**src/rtl/calc_input_pkg.sv**
```systemverilog
// Shared types and constants for the calculator button front end.
package calc_input_pkg;

    localparam int CMD_ID_W       = 3;
    localparam int DEF_N_BTN      = 5;
    localparam int DEF_DEB_CYCLES = 4;

    typedef enum logic [0:0] {
        ST_IDLE  = 1'b0,
        ST_OFFER = 1'b1
    } sched_state_t;

endpackage

```
**src/rtl/btn_debounce_edge.sv**
```systemverilog
// One button: consecutive-mismatch counter, accepted debounced level and a
// one-cycle pulse in the cycle after that level rises.
module btn_debounce_edge #(
    parameter int DEB_CYCLES = 4
) (
    input  logic clk,
    input  logic rst,
    input  logic btn,
    output logic rise
);

    logic [7:0] cnt;
    logic       level;
    logic       level_d;

    always_ff @(posedge clk) begin
        if (!rst) begin
            cnt     <= '0;
            level   <= 1'b0;
            level_d <= 1'b0;
        end else begin
            level_d <= level;
            if (btn == level) begin
                cnt <= '0;
            end else if (cnt == 8'(DEB_CYCLES - 1)) begin
                // this edge is the DEB_CYCLES-th consecutive mismatch
                level <= btn;
                cnt   <= '0;
            end else begin
                cnt <= cnt + 8'd1;
            end
        end
    end

    assign rise = level & ~level_d;

endmodule

```
**src/rtl/button_cmd_scheduler.sv**
```systemverilog
// Debounces N_BTN buttons and offers one command per press over a
// valid/ready handshake, lowest button index first.
//
//   state    | meaning
//   ST_IDLE  | nothing offered, waiting for a pending press
//   ST_OFFER | cmd_valid high, cmd_id held until cmd_ready
module button_cmd_scheduler
    import calc_input_pkg::*;
#(
    parameter int N_BTN      = DEF_N_BTN,
    parameter int DEB_CYCLES = DEF_DEB_CYCLES
) (
    input  logic                clk,
    input  logic                rst,
    input  logic [N_BTN-1:0]    btn,
    input  logic                cmd_ready,
    output logic                cmd_valid,
    output logic [CMD_ID_W-1:0] cmd_id,
    output logic                overrun
);

    logic [N_BTN-1:0]    rise;
    logic [N_BTN-1:0]    pending;
    logic [N_BTN-1:0]    sel_mask;
    logic [N_BTN-1:0]    lost;
    logic [CMD_ID_W-1:0] sel_idx;
    logic                take;
    sched_state_t        state;

    for (genvar g = 0; g < N_BTN; g++) begin : g_btn
        btn_debounce_edge #(
            .DEB_CYCLES(DEB_CYCLES)
        ) u_deb (
            .clk (clk),
            .rst (rst),
            .btn (btn[g]),
            .rise(rise[g])
        );
    end

    always_comb begin
        sel_idx = '0;
        for (int i = N_BTN - 1; i >= 0; i--) begin
            if (pending[i]) sel_idx = CMD_ID_W'(i);
        end
    end

    assign take     = (pending != '0) && ((state == ST_IDLE) || cmd_ready);
    assign sel_mask = take ? (N_BTN'(1) << sel_idx) : '0;
    // a bit being handed to the FSM this edge has room for the new press
    assign lost     = rise & pending & ~sel_mask;

    always_ff @(posedge clk) begin
        if (!rst) begin
            state     <= ST_IDLE;
            pending   <= '0;
            cmd_valid <= 1'b0;
            cmd_id    <= '0;
            overrun   <= 1'b0;
        end else begin
            pending <= (pending & ~sel_mask) | rise;
            if (lost != '0) overrun <= 1'b1;
            case (state)
                ST_IDLE: begin
                    if (take) begin
                        cmd_id    <= sel_idx;
                        cmd_valid <= 1'b1;
                        state     <= ST_OFFER;
                    end
                end
                ST_OFFER: begin
                    if (cmd_ready) begin
                        if (take) begin
                            cmd_id <= sel_idx;
                        end else begin
                            cmd_valid <= 1'b0;
                            state     <= ST_IDLE;
                        end
                    end
                end
                default: begin
                    state     <= ST_IDLE;
                    cmd_valid <= 1'b0;
                end
            endcase
        end
    end

endmodule

```
**config.mk**
```make
export PLATFORM = sky130hd
export DESIGN_NAME = button_cmd_scheduler
export DESIGN_NICKNAME = d
export VERILOG_FILES = /design/src/rtl/calc_input_pkg.sv /design/src/rtl/btn_debounce_edge.sv /design/src/rtl/button_cmd_scheduler.sv
export SDC_FILE = /design/constraint.sdc
export NUM_CORES = 1
export LEC_CHECK = 0
export CORE_UTILIZATION = 30
export DETAILED_ROUTE_END_ITERATION = 16
export GPL_TIMING_DRIVEN = 0
export PLACE_DENSITY_LB_ADDON = 0.2
export REMOVE_ABC_BUFFERS = 1
export SYNTH_ARGS = -nofsm -noshare
export SYNTH_HDL_FRONTEND = slang
export SYNTH_SLANG_ARGS = --single-unit
export TNS_END_PERCENT = 10
```
**constraint.sdc**
```tcl
create_clock -name clk -period 1.55 [get_ports clk]
set_clock_uncertainty 0.1 [all_clocks]
set_input_delay 0.2325 -clock clk [delete_from_list [all_inputs] [get_ports clk]]
set_output_delay 0.2325 -clock clk [all_outputs]
set_load 0.005 [all_outputs]
```
==> results.tsv <==
metric	value	unit
die_h	91.3	um
worstPathArrival	1.72	ns
grt_pass1_wl	7290	um
floorplan.rows	32	
detail_route.wl_per_cell	10.5	um
rsz0062_at_grt	true	
tightestPinTransition	0.486	ns
violations	setup timing	
grt_pass1_vias	1617	
drt-pass1-iter-count	4	
clkTransAtPathRegs	0.07	ns
die_area	8340	um2
required	1.66	ns
port_buffers	12	
yosysTopAreaCellShare	51.0	%
ys_ff_latch	61	
critPathCaptureType	register	
final_common_cell	dfxtp_1	
setup_viol	1	
slew_headroom	67.6	%
critPathTopFamily	simple AND/OR/NAND/NOR gates	
finalHoldViolCount	0	
clock_latency	0.33	ns
core_area	7730	um2
setup_tns	-0.0593	ns
slowest_stage	or4_4	
start_kind	register	
r2r_setup_slack	-0.06	ns
holdBufCountCts	0	
wl	4090	um
final_cell_mix	56 x dfxtp_1, 50 x nor2_1, 29 x nand3_1	
yosysTopAreaCell	dfxtp_1	
cts_max_path_buffers	2	
cts_root_buf	clkbuf_8	
h-tree-depth	3	
gp_congestion	0.724	
avgViaCountPerCell	4.39	
synthFlopType	dfxtp_1	
num_vias	1703	
min_period	1.61	ns
min_path_cells	1	
synth_edf_count	0	
power.total	3.29	mW
synth-seq-area-share	51.0	%
cts_made_buffers	9	
maxSlewViolCount	0	
yosysUniqueCellTypes	32	
status	complete, but fails checks	
yosys-top-cells-area	dfxtp_1 51%, xor2_1 10%, nor2_1 7.8%	
drive_gt1_share	10.8	%
path_depth	4	
grt-ovfl-total	0	
reg2reg_depth	4	
cap_violations	0	
critPathBufInv	0	
cts_sinks	61	
avgSynthCellArea	9.31	um2
max_clock_freq	621	MHz
crit_type	reg2reg	
grt_max_degree	16	
syn_inst	257	
crit_chain	or4_4, o21ai_2, o22ai_1, o31a_1	
diodes	0	
drt_iter0_drc	25	
area_growth	21.8	%
ios	13	
hold_path.class	reg2reg	
nets	294	
critical_path.max_fanout	3	
ys.warnings.count	0	
die_w	91.3	um
dp_hpwl	2660	um
max_stage_delay	0.57	ns
period_share	104	%
grt_usage	11.2	%
static-leakage-power	1.14	nW
drc_errors	0	
async_reset_ff_share	0	%
power_density	1130	nW/um2
antenna_found_initial	0	
vdd_drop_max	0.480	mV
worst_slack	-0.0593	ns
synth_area	2390	um2
drtAntennaViolNets	0	
cts_tree	done	
initial_core_util	31.0	%
## final timing paths
check	startpoint	end
max	pending[3]	overrun
min	g_btn[4].u_deb.cnt[0]	g_btn[4].u_deb.cnt[0]
max reg2reg	pending[3]	overrun
min reg2reg	g_btn[4].u_deb.cnt[0]	g_btn[4].u_deb.cnt[0]
## timing repair
action	CTS	global route
setup buffers	3	0
setup endpoints to repair	9	28
pin swaps	3	1
resized for setup	5	7
## power breakdown
part,leakage (nW),switching [mW],internal (mW)
sequential,0.495,0.0170,1.59
combinational,0.523,0.0537,0.0410
clock,0.116,0.601,0.989
total,1.14,0.672,2.62
## cells in the mapped netlist, types with 5 or more instances
library cell,instances
dfxtp_1,61
nor2_1,50
nand3_1,31
xor2_1,28
a21oi_1,10
and3_1,10
inv_1,8
nand2b_1,7
xnor2_1,7
and2_1,6
ha_1,5
mux2i_1,5
nor4_1,5
## kinds of logic (layout without fill, tap and decap cells)
logic type / Yosys count / count (layout) / share of synthesized area, %
xor+xnor: 35 / 35 / 12.8
compound gates: 22 / 22 / 5.54
simple gates: 119 / 119 / 24.3
flops: 61 / 61 / 51.0
mux: 5 / 5 / 2.09
fa+ha+maj: 5 / 5 / 2.62
buf+inv: 10 / 39 / 1.57
## routing by layer
layer / part of all wire (%) / global-route usage, % / up-vias
met5: 0 / 0 / -
met4: 1.9 / 6.75 / 0
met3: 2.1 / 3.52 / 6
met2: 45 / 16.4 / 16
met1: 51 / 14.3 / 758
li1: - / - / 923
## per-stage QoR
| stage | utilization, % | setup slack [ns] | hold WS [ns] | std cells | area (um2) |
|---|---|---|---|---|---|
| after floorplan | - | 0.0240 | 0.260 | 255 | 2380 |
| after global placement | 34.1 | -0.454 | 0.327 | 369 | 2630 |
| after detailed placement | 34.1 | -0.478 | 0.337 | 369 | 2630 |
| final | 37.7 | -0.0593 | 0.347 | 388 | 2910 |
| after CTS | 37.5 | -0.0634 | 0.348 | 388 | 2900 |
| after global routing | 37.7 | -0.128 | 0.385 | 388 | 2910 |
## flip-flops by register name (all words and copies together) (netlist names)
name and cells:
pending 5, cmd_valid 1, state 1, overrun 1
g_btn.u_deb.cnt 40, cmd_id 3, g_btn.u_deb.level 5, g_btn.u_deb.level_d 5
## cell type report
class / instances / area (um2)
clock buffer: 12 / 155
clock inverter: 4 / 70.1
fill: 777 / 4810
inverter: 8 / 30.0
multi-input combinational: 186 / 1160
sequential: 61 / 1230
tap: 102 / 128
timing repair buffer: 15 / 143
Power figures use the tool's default switching activity.
